$ cat src/rtl/vram_rect_fill_pkg.sv
// Shared constants, colour codes and fill-engine state encoding for the
// 80x60 video RAM rectangle-fill engine.
package vram_rect_fill_pkg;

    localparam int H_RES   = 80;
    localparam int V_RES   = 60;
    localparam int COORD_W = 8;
    localparam int ADDR_W  = 13;
    localparam int COLOR_W = 3;

    // RGB bit order: {R, G, B}
    localparam logic [COLOR_W-1:0] COLOR_BLACK   = 3'd0;
    localparam logic [COLOR_W-1:0] COLOR_BLUE    = 3'd1;
    localparam logic [COLOR_W-1:0] COLOR_GREEN   = 3'd2;
    localparam logic [COLOR_W-1:0] COLOR_CYAN    = 3'd3;
    localparam logic [COLOR_W-1:0] COLOR_RED     = 3'd4;
    localparam logic [COLOR_W-1:0] COLOR_MAGENTA = 3'd5;
    localparam logic [COLOR_W-1:0] COLOR_YELLOW  = 3'd6;
    localparam logic [COLOR_W-1:0] COLOR_WHITE   = 3'd7;

    // Screen limits at coordinate width, row stride at address width
    localparam logic [COORD_W-1:0] H_LIMIT    = COORD_W'(H_RES);
    localparam logic [COORD_W-1:0] V_LIMIT    = COORD_W'(V_RES);
    localparam logic [ADDR_W-1:0]  ROW_STRIDE = ADDR_W'(H_RES);

    typedef enum logic [1:0] {
        FILL_IDLE,
        FILL_CHECK,
        FILL_RUN,
        FILL_DONE
    } fill_state_t;

    // Linear address of the first pixel of a row; callers guarantee row < V_RES
    function automatic logic [ADDR_W-1:0] row_base_of(input logic [COORD_W-1:0] row);
        return ADDR_W'(row) * ROW_STRIDE;
    endfunction

endpackage

$ cat src/rtl/vram_write_arbiter.sv
// Fixed-priority VRAM write-port mux: CPU pixel writes always win over the
// fill stream. Owns the registered VRAM outputs and tells the fill engine
// when it has been held off.
module vram_write_arbiter
    import vram_rect_fill_pkg::*;
(
    input  logic               clock,
    input  logic               reset_n,
    input  logic               cpu_we,
    input  logic [ADDR_W-1:0]  cpu_addr,
    input  logic [COLOR_W-1:0] cpu_color,
    input  logic               fill_req,
    input  logic [ADDR_W-1:0]  fill_addr,
    input  logic [COLOR_W-1:0] fill_color,
    output logic               stall,
    output logic               vram_we,
    output logic [ADDR_W-1:0]  vram_addr,
    output logic [COLOR_W-1:0] vram_data
);

    // Any CPU write takes the port, so a pending fill pixel must hold
    assign stall = cpu_we;

    // Register the winning write; idle cycles drop the enable only
    always_ff @(posedge clock) begin
        if (!reset_n) begin
            vram_we   <= 1'b0;
            vram_addr <= '0;
            vram_data <= '0;
        end else if (cpu_we) begin
            vram_we   <= 1'b1;
            vram_addr <= cpu_addr;
            vram_data <= cpu_color;
        end else if (fill_req) begin
            vram_we   <= 1'b1;
            vram_addr <= fill_addr;
            vram_data <= fill_color;
        end else begin
            vram_we   <= 1'b0;
        end
    end

endmodule

$ cat src/rtl/vram_rect_fill.sv
// Rectangle-fill engine: writes one colour over an inclusive rectangle of
// the 80x60 VRAM, one pixel per clock, sharing the write port with the CPU.
//
// state      | meaning
// FILL_IDLE  | waiting for iStart; corners and colour latched on request
// FILL_CHECK | bounds check; reject with oError or set up the first row
// FILL_RUN   | emit one pixel per cycle not taken by a CPU write
// FILL_DONE  | pulse oDone, drop oBusy, return to idle
module vram_rect_fill
    import vram_rect_fill_pkg::*;
(
    input  logic               Clock,
    input  logic               Reset,
    input  logic               iStart,
    input  logic [COORD_W-1:0] iXi,
    input  logic [COORD_W-1:0] iYi,
    input  logic [COORD_W-1:0] iXf,
    input  logic [COORD_W-1:0] iYf,
    input  logic [COLOR_W-1:0] iColor,
    input  logic               iCpuWe,
    input  logic [ADDR_W-1:0]  iCpuAddr,
    input  logic [COLOR_W-1:0] iCpuColor,
    output logic               oBusy,
    output logic               oDone,
    output logic               oError,
    output logic               oVramWe,
    output logic [ADDR_W-1:0]  oVramAddr,
    output logic [COLOR_W-1:0] oVramData
);

    fill_state_t        state;
    logic [COORD_W-1:0] x_i, y_i, x_f, y_f;
    logic [COORD_W-1:0] x, y;
    logic [COLOR_W-1:0] color;
    logic [ADDR_W-1:0]  row_base;
    logic               busy, done, error;
    logic               stall;
    logic               fill_req;
    logic [ADDR_W-1:0]  fill_addr;

    assign fill_req  = (state == FILL_RUN);
    assign fill_addr = row_base + ADDR_W'(x);

    assign oBusy  = busy;
    assign oDone  = done;
    assign oError = error;

    // Sequencing: latch request, validate, raster-scan the rectangle, finish
    always_ff @(posedge Clock) begin
        if (!Reset) begin
            state    <= FILL_IDLE;
            busy     <= 1'b0;
            done     <= 1'b0;
            error    <= 1'b0;
            x_i      <= '0;
            y_i      <= '0;
            x_f      <= '0;
            y_f      <= '0;
            x        <= '0;
            y        <= '0;
            color    <= '0;
            row_base <= '0;
        end else begin
            done  <= 1'b0;
            error <= 1'b0;
            case (state)
                FILL_IDLE: begin
                    if (iStart) begin
                        x_i   <= iXi;
                        y_i   <= iYi;
                        x_f   <= iXf;
                        y_f   <= iYf;
                        color <= iColor;
                        state <= FILL_CHECK;
                    end
                end
                FILL_CHECK: begin
                    if ((x_i > x_f) || (y_i > y_f) || (x_f >= H_LIMIT) || (y_f >= V_LIMIT)) begin
                        error <= 1'b1;
                        state <= FILL_IDLE;
                    end else begin
                        x        <= x_i;
                        y        <= y_i;
                        row_base <= row_base_of(y_i);
                        busy     <= 1'b1;
                        state    <= FILL_RUN;
                    end
                end
                FILL_RUN: begin
                    // A CPU write this cycle means the current pixel is re-offered next cycle
                    if (!stall) begin
                        if (x == x_f) begin
                            x        <= x_i;
                            y        <= y + 1'b1;
                            row_base <= row_base + ROW_STRIDE;
                            if (y == y_f) begin
                                state <= FILL_DONE;
                            end
                        end else begin
                            x <= x + 1'b1;
                        end
                    end
                end
                FILL_DONE: begin
                    done  <= 1'b1;
                    busy  <= 1'b0;
                    state <= FILL_IDLE;
                end
                default: state <= FILL_IDLE;
            endcase
        end
    end

    vram_write_arbiter u_arbiter (
        .clock      (Clock),
        .reset_n    (Reset),
        .cpu_we     (iCpuWe),
        .cpu_addr   (iCpuAddr),
        .cpu_color  (iCpuColor),
        .fill_req   (fill_req),
        .fill_addr  (fill_addr),
        .fill_color (color),
        .stall      (stall),
        .vram_we    (oVramWe),
        .vram_addr  (oVramAddr),
        .vram_data  (oVramData)
    );

endmodule
$ cat config.mk
export PLATFORM = sky130hd
export DESIGN_NAME = vram_rect_fill
export DESIGN_NICKNAME = d
export VERILOG_FILES = /design/src/rtl/vram_rect_fill_pkg.sv /design/src/rtl/vram_write_arbiter.sv /design/src/rtl/vram_rect_fill.sv
export SDC_FILE = /design/constraint.sdc
export NUM_CORES = 1
export LEC_CHECK = 0
export BUFFER_PORTS_ARGS = -buffer_cell sky130_fd_sc_hd__buf_2
export CAP_MARGIN = 20
export CORE_MARGIN = 4
export CORE_UTILIZATION = 44
export CTS_BUF_LIST = sky130_fd_sc_hd__clkbuf_8 sky130_fd_sc_hd__clkbuf_16
export DETAILED_ROUTE_END_ITERATION = 12
export SLEW_MARGIN = 20
export SYNTH_ARGS = -nofsm -noshare
export SYNTH_HDL_FRONTEND = slang
export SYNTH_HIERARCHICAL = 1
export SYNTH_SLANG_ARGS = --single-unit
$ cat constraint.sdc
create_clock -name Clock -period 5.2 [get_ports Clock]
set_input_delay 0.52 -clock Clock [delete_from_list [all_inputs] [get_ports Clock]]
set_output_delay 0.52 -clock Clock [all_outputs]
set_load 0.1 [all_outputs]
Word-level counts from Yosys, hierarchy flattened. Index checks and enable logic that the tools add are counted.

Input port bits: 55. Word-level logic and storage cells: 75. Register bits after elaboration: 86.

Order comparisons: 4. Add/subtract/negate cells: 4. $mul: 1. Eq/ne operators: 10. Multiplexer cells: 28. Reductions and logical operators: 13.

Operators with widths (number): two-way mux 13 bit (5); two-way mux 8 bit (6); one-hot mux 8 bit (2 select lines) (2); one-hot mux 13 bit (2 select lines) (1); adder 8 x 1 -> 8 bit (second input constant) (2); == test 8 bit (2); > comparator 8 bit (2); adder 13 x 7 -> 13 bit (second input constant) (1); adder 13 x 8 -> 13 bit (1); two-way mux 2 bit (5); multiplier 8 x 3 -> 9 bit (second input constant) (1); >= comparator 8 x 6 -> 1 bit (second input constant) (1); >= comparator 8 x 7 -> 1 bit (second input constant) (1); one-hot mux 2 bit (4 select lines) (1); AND reduction 4 bit (2); two-way mux 3 bit (2); != test 2 bit (second input constant) (3); AND reduction 2 bit (3); nonzero test 2 bit (3); two-way mux 1 bit (5); == test 2 bit (second input constant) (2); != test 2 x 1 -> 1 bit (second input constant) (2); logical OR 1 bit (3); AND reduction 3 bit (1); 3 further kinds (3).

Depth between registers and ports, before layout. Gate-level depths: netlist of run 1.

Word-level depth: 6. Mapped depth: 10. Depth with buffers taken out: 10.

Hierarchy. The synthesis of run 1 kept the hierarchy.

By module, submodules not included: vram_rect_fill (sequential area each 1301.2 um^2, area each 4038.9 um^2, instances 1, cells an instance 525); vram_write_arbiter (sequential area each 340.3 um^2, area each 885.8 um^2, instances 1, cells an instance 74).

Worst setup path after synthesis of run 1. No wires, ideal clock.

Kind: register to register. Start: register y_f[3]. End: register y[2]. Stages on the path, launching flop included: 11. Path slack: 2.940 ns. Setup time: 0.130 ns. Data arrival time: 2.130 ns. Data required time: 5.070 ns. Cell sequence: dfxtp_1 > inv_1 > ha_1 > and3_1 > a221oi_1 > o221ai_1 > o21a_1 > o21a_1 > buf_2 > o311ai_1 > o31ai_1.

Cells in the longest elaborated chain, start to end: 6. Elaborated cells between the ends (all ways): 7.

RTL lines: from (decl) (line vram_rect_fill.sv:32) `logic [COORD_W-1:0] x_i, y_i, x_f, y_f;`; from (signal assigned) (line vram_rect_fill.sv:72) `y_f <= iYf;`; > comparator 8 bit (line vram_rect_fill.sv:78) `if ((x_i > x_f) || (y_i > y_f) || (x_f >= H_LIMIT) || (y_f >= V_LIMIT)) begin`; logical OR 1 bit (2 in series) (line vram_rect_fill.sv:78); logical OR 1 bit (*) (line vram_rect_fill.sv:78); != test 2 bit (no source line) (*); AND reduction 4 bit (no source line) (*); to (signal assigned) (line vram_rect_fill.sv:83) `y <= y_i;`; to (signal assigned) (line vram_rect_fill.sv:94) `y <= y + 1'b1;`; to (decl) (line vram_rect_fill.sv:33) `logic [COORD_W-1:0] x, y;`.

Every way passes the cells marked *; elsewhere a longest branch is shown, timed or not. A chain may end at the register's enable or synchronous reset.

Worst setup path in the final report of run 1.
Start: register y_f[3]. End: register y[5].

Same word-level chain as after synthesis.

==> results.json, run 1 <==
{
  "status": "finished, final reports clean",
  "syn_nets": 694,
  "synth-edff-count": 0,
  "drv_slew": 0,
  "max_slew_margin_pct": 47.63,
  "end_kind": "register",
  "critPathKind": "register to register",
  "holdPathStages": 3,
  "total_power_w": 0.001709,
  "timing.rr.start": "y_f[3]",
  "timing.final.crit_share_pct": 56.99,
  "wl_per_cell_um": 15.12,
  "grt_overflow": 0,
  "antenna_cells": 0,
  "seq_area_um2": 1642,
  "crit_chain": "inv_1 -> ha_1 -> and3_1 -> a221oi_1 -> o221ai_1 -> o21a_1 -> o21ai_2 -> nand2_2 -> o32ai_1",
  "hp-start": "iXi[3]",
  "ant_nets": 0,
  "cts_hold_buf": 0,
  "synth_compound_area_share_pct": 18.93,
  "synth_fa_ha_area_share_pct": 10.32,
  "critPathLaunchType": "register",
  "clock_path_buffers": 2,
  "core_area_um2": 10890,
  "rr_worst_depth": 9,
  "routed_wl_mm": 12.03,
  "rows": 38,
  "synth_top_family_by_area": "simple AND/OR/NAND/NOR gates",
  "synth_xor_area_share_pct": 5.869,
  "final.setup.tns_ns": 0,
  "dieArea_um2": 12950,
  "reg2reg_setup_slack_ns": 2.24,
  "antenna_found_initial": 0,
  "avgSynthCellArea_um2": 8.222,
  "tightest_slew_ns": 0.7855,
  "globalplace.congestion": 0.8764,
  "critPathMaxFanout": 12,
  "grt.total_usage_pct": 18.72,
  "yosys-top-cells-area": "dfxtp_1 33%, ha_1 9.9%, nand2_1 9.5%, a21oi_1 6.2%, xnor2_1 4.6%",
  "grt_pass1_vias": 3955,
  "grt_pass1_wl_mm": 19.71,
  "fin_crit_ns": 2.963,
  "ys_warn_count": 6,
  "synth.yosys.seq_area_share_pct": 33.33,
  "start_util_pct": 45.23,
  "critical_path.top_delay_family": "compound AO/OA/AOI/OAI gates",
  "drtIter0Drc": 327,
  "post_cts_buffers": 0,
  "die_h_um": 113.8,
  "cp_slowest_cell": "o21ai_2",
  "cts_tree": "yes",
  "drive_above_1_share_pct": 18.14,
  "h-tree-depth": 3,
  "clk_latency_ns": 0.36,
  "hpwlAfterDp_mm": 8.638,
  "worst_hold_path.endpoint": "x_i[3]",
  "cp.required_ns": 5.47,
  "boundaryPins": 75,
  "synth_top_area_share_pct": 33.33,
  "post_cts_resize_count": 0,
  "worst_clock_skew_ns": 0.007205,
  "via_per_inst": 5.382,
  "synth_top_cell_by_area": "dfxtp_1",
  "drt_first_pass_iters": 5,
  "setup_viol": 0,
  "synth_common_cells": "125 x nand2_1, 82 x dfxtp_1, 61 x a21oi_1, 39 x ha_1, 26 x xnor2_1",
  "fmax_mhz": 337.5,
  "rsz0062_at_grt": "no",
  "hold_path.class": "input port to register",
  "ys_seq_elements": 82,
  "ir_drop_mv": 0.1526,
  "numCtsBuffers": 9,
  "synth_mux_area_share_pct": 6.657,
  "ys_types": 59,
  "ys.flop_type": "dfxtp_1",
  "vias": 4284,
  "multi_input_area_um2": 3024,
  "arrival_ns": 3.23,
  "syn_area_um2": 4925,
  "crit_buf_inv": 1,
  "die_w_um": 113.8,
  "p_leak_nw": 2.443,
  "syn_inst": 599,
  "cts.sinks": 82,
  "cap_violations": 0,
  "drc": 0,
  "synth_simple_gate_area_share_pct": 19.46,
  "r2r-end": "y[5]",
  "synth_most_common_cell": "nand2_1",
  "cts.reportedPaths.clkPinSlew_ns": 0.08,
  "cts_root_buf": "clkbuf_8",
  "powerDensity_nw_per_um2": 308.3,
  "fin_nets": 746,
  "synthArstFlopShare_pct": 0,
  "critical_path.max_stage_delay_ns": 0.56,
  "syn2layout_area_growth_pct": 12.58,
  "finalHoldViolations": 0,
  "grt_max_degree": 58,
  "portBuffers": 74,
  "fillers": 1077
}
-- registers in the layout, summed over array words and instances, names as in the netlist --
| signal | cells |
|---|---|
| y | 8 |
| oError | 1 |
| u_arbiter/vram_data | 3 |
| state | 2 |
| color | 3 |
| y_i | 8 |
| u_arbiter/vram_addr | 13 |
| row_base | 9 |
| x_f | 8 |
| u_arbiter/vram_we | 1 |
| x_i | 8 |
| x | 8 |
| oBusy | 1 |
| y_f | 8 |
| oDone | 1 |
-- where the power goes --
group | total (W) | leakage, nW | internal, W | switching, W
logic | 0.000479 | 1.65 | 0.000165 | 0.000314
registers | 0.000733 | 0.672 | 0.000676 | 0.0000566
clock network | 0.000497 | 0.118 | 0.000271 | 0.000226
-- logic make-up (layout without fill, tap and decap cells) --
logic type / count (synthesis) / in the layout
buffers and inverters: 61 / 118
AND/OR/NAND/NOR: 214 / 214
flip-flops: 82 / 82
AO/OA/AOI/OAI: 142 / 142
multiplexers: 27 / 27
XOR/XNOR: 33 / 33
adder cells (fa/ha/maj): 40 / 40
-- through the flow --
step                      hold slack (ns)  utilization, %  worst slack (ns)  cells  area [um^2]
after floorplan                    0.4329               -             2.940    599         4925
after global placement             0.4439           48.87             2.452    780         5321
after detailed placement           0.4530           48.90             2.308    780         5324
after CTS                          0.3724           50.88             2.291    796         5540
after global routing               0.3749           50.92             2.027    796         5544
final                              0.3903           50.92             2.237    796         5544
-- layout by cell type, fill, tap and decap left out, types with 4 or more instances in the layout --
cell type  instances
nand2_1          124
dfxtp_1           82
buf_2             74
a21oi_1           61
ha_1              38
inv_1             27
xnor2_1           26
nor2_1            25
o21ai_0           16
nand2b_1          16
o211a_1           16
clkbuf_8          13
nand3_1           11
mux2_2            10
o211ai_1           9
mux2_4             9
nand4_1            8
mux2i_1            8
xor2_1             7
o31ai_1            6
nor2b_1            5
a211oi_1           5
o21a_1             4
-- worst max-delay path by stage --
stage / startpoint / to / slack (ns) / cells past startpoint
after global placement: y_f[3] / y[6] / 2.45 / 9
after global routing: y_f[3] / y[6] / 2.03 / 9
after floorplan: y_f[3] / y[2] / 2.94 / 10
after CTS: y_f[3] / y[5] / 2.29 / 9
final: y_f[3] / y[5] / 2.24 / 9
after detailed placement: y_f[3] / y[6] / 2.31 / 9
-- worst reg2reg max path, stage by stage (launching register included) --
cell      delay (ns)
dfxtp_1         0.39
inv_1           0.06
ha_1            0.29
and3_1          0.20
a221oi_1        0.32
o221ai_1        0.18
o21a_1          0.17
o21ai_2         0.56
nand2_2         0.33
o32ai_1         0.36
-- metal layers --
metal	share of wire [%]	global-route usage [%]	vias up
li1	-	-	2183
met1	51	28.29	1959
met2	40	27.13	128
met3	7.4	3.660	14
met4	1.3	5.067	0
met5	0	0	-
-- layout make-up --
class	instances	share of cell area, %
flip-flops and latches	82	29.61
clock inverters	3	0.6770
multi-input cells	456	54.55
repair buffers	77	7.086
well taps	140	3.160
clock buffers	13	3.227
inverters	25	1.693
Note: power is estimated with default switching activity, not from simulation.
==> run 2, diff against run 1 <==
==> constraint.sdc (replaced) <==
create_clock -name Clock -period 3 [get_ports Clock]
set_input_delay 0.3 -clock Clock [delete_from_list [all_inputs] [get_ports Clock]]
set_output_delay 0.3 -clock Clock [all_outputs]
set_load 0.1 [all_outputs]
==> results.json, run 2 (synthesis results as in run 1) <==
{
  "status": "finished, final reports clean",
  "finalHoldViolations": 0,
  "met1_usage_pct": 27.99,
  "critPathKind": "register to register",
  "hold_path.class": "input port to register",
  "max_slew_margin_pct": 51.11,
  "fin_nets": 755,
  "grt_pass1_wl_mm": 20.47,
  "drc": 0,
  "cpMostUsedCell": "o21a_1",
  "tightest_slew_ns": 0.7325,
  "p_leak_nw": 2.484,
  "drive_above_1_share_pct": 19.25,
  "regMostFlops": "u_arbiter/vram_addr",
  "dieArea_um2": 12950,
  "grt_max_degree": 41,
  "fmax_mhz": 368.5,
  "drv_slew": 0,
  "die_h_um": 113.8,
  "top_regs": "u_arbiter/vram_addr (13), row_base (9)",
  "portBuffers": 74,
  "antenna_cells": 0,
  "crit_chain": "inv_1 -> ha_1 -> and3_1 -> a221oi_1 -> o221ai_1 -> o21a_1 -> o21a_1 -> buf_4 -> a211oi_1 -> o32ai_1",
  "power.switching_w": 0.001059,
  "start_util_pct": 45.23,
  "setup_ws_ns": 0.2864,
  "post_cts_resize_count": 0,
  "grt-busiest-layer": "met2",
  "cap_violations": 0,
  "grt_use_met3_pct": 3.554,
  "final.setup.tns_ns": 0,
  "grt_pass1_vias": 4173,
  "die_w_um": 113.8,
  "ant_nets": 0,
  "final_common_cell": "nand2_1",
  "cts.reportedPaths.clkPinSlew_ns": 0.09,
  "setup_viol": 0,
  "rows": 38,
  "h-tree-depth": 3,
  "intPower_w": 0.001968,
  "share_comb_of_total_power_pct": 27.9,
  "critical_path.max_stage_delay_ns": 0.41,
  "worst_clock_skew_ns": 0.01122,
  "design_area_um2": 5614,
  "post_cts_buffers": 0,
  "place_area_um2": 5389,
  "arrival_ns": 2.93,
  "globalRouteMet2Util_pct": 29.17,
  "reg2reg_setup_slack_ns": 0.29,
  "fin_crit_ns": 2.714,
  "critPathLaunchType": "register",
  "powerDensity_nw_per_um2": 539.3,
  "cp_slowest_cell": "o21a_1",
  "antenna_found_initial": 0,
  "critPathMaxFanout": 17,
  "via_per_inst": 5.364,
  "numCtsBuffers": 9,
  "end_kind": "register",
  "final_cell_mix": "125 x nand2_1, 82 x dfxtp_1, 74 x buf_2, 61 x a21oi_1, 38 x ha_1",
  "core_area_um2": 10890,
  "clk_latency_ns": 0.35,
  "sw_frac_of_total_pct": 34.99,
  "ir_drop_mv": 0.3092,
  "timing.final.crit_share_pct": 90.45,
  "globalplace.congestion": 0.8807,
  "drt_first_pass_iters": 4,
  "cts_hold_buf": 0,
  "clock_path_buffers": 2,
  "boundaryPins": 75,
  "cts_root_buf": "clkbuf_8",
  "cts_tree": "yes",
  "final_core_utilization_pct": 51.56,
  "grt_overflow": 0,
  "routed_wl_mm": 12.26,
  "power_frac_seq_pct": 42.0,
  "rsz0062_at_grt": "no",
  "cts.sinks": 82,
  "largest_reg_flops": 13,
  "dp_worst_setup_slack_ns": 0.2881,
  "hpwlAfterDp_mm": 9.157,
  "cp.required_ns": 3.22,
  "power_frac_clock_pct": 30.1,
  "grt.total_usage_pct": 19.28,
  "drtIter0Drc": 293,
  "syn2layout_area_growth_pct": 14.00,
  "wl_per_cell_um": 15.23,
  "vias": 4318
}
-- run 2: worst max-delay path: cells and delay by family, from the launching register on --
kind                       cells  cell delay [ns]
AOI/OAI and AO/OA              6             1.37
adders and majority gates      1             0.29
buffers and inverters          2             0.32
DFF                            1             0.39
and+or+nand+nor                1             0.20
-- run 2: worst paths after layout --
kind / to / startpoint / depth (start not counted)
max: y[6] / y_f[3] / 10
min: x_i[6] / iXi[6] / 3
max reg2reg: y[6] / y_f[3] / 10
min reg2reg: color[0] / color[0] / 2
-- run 2: power by group through the flow --
| stage | Combinational (W) | Sequential [W] | Clock [W] |
|---|---|---|---|
| floorplan | 0.000513 | 0.00141 | 0 |
| finish | 0.000844 | 0.00127 | 0.000913 |
| detailed placement | 0.000842 | 0.00130 | 0 |
| global route | 0.000937 | 0.00129 | 0.000979 |
| CTS | 0.000846 | 0.00127 | 0.000931 |
| global placement | 0.000830 | 0.00129 | 0 |
-- run 2: layout make-up --
type | instances | area [um^2]
Fill cell | 1054 | 5274
Multi-Input combinational cell | 456 | 3018
Tap cell | 140 | 175.2
Inverter | 25 | 93.84
Clock buffer | 10 | 137.6
Clock inverter | 6 | 87.58
Sequential cell | 82 | 1642
Timing Repair Buffer | 86 | 460.4
-- run 2: layer usage --
metal  wire length, um  vias to the layer above  share of wire (%)
met2              5071                      140                 41
met1              6100                     1962                 50
li1                  -                     2200                  -
met3               900                       16                7.3
met4               186                        0                1.5
met5                 0                        -                  0
-- run 2: stage by stage --
| stage | hold slack, ns | instances | total power (W) |
|---|---|---|---|
| 5_1_grt | 0.1606 | 805 | 0.003202 |
| 2_1_floorplan | 0.4329 | 599 | 0.001923 |
| 3_5_place_dp | 0.4454 | 789 | 0.002140 |
| 4_1_cts | 0.1624 | 805 | 0.003049 |
| 6_report | 0.1771 | 805 | 0.003027 |
| 3_3_place_gp | 0.4491 | 789 | 0.002124 |
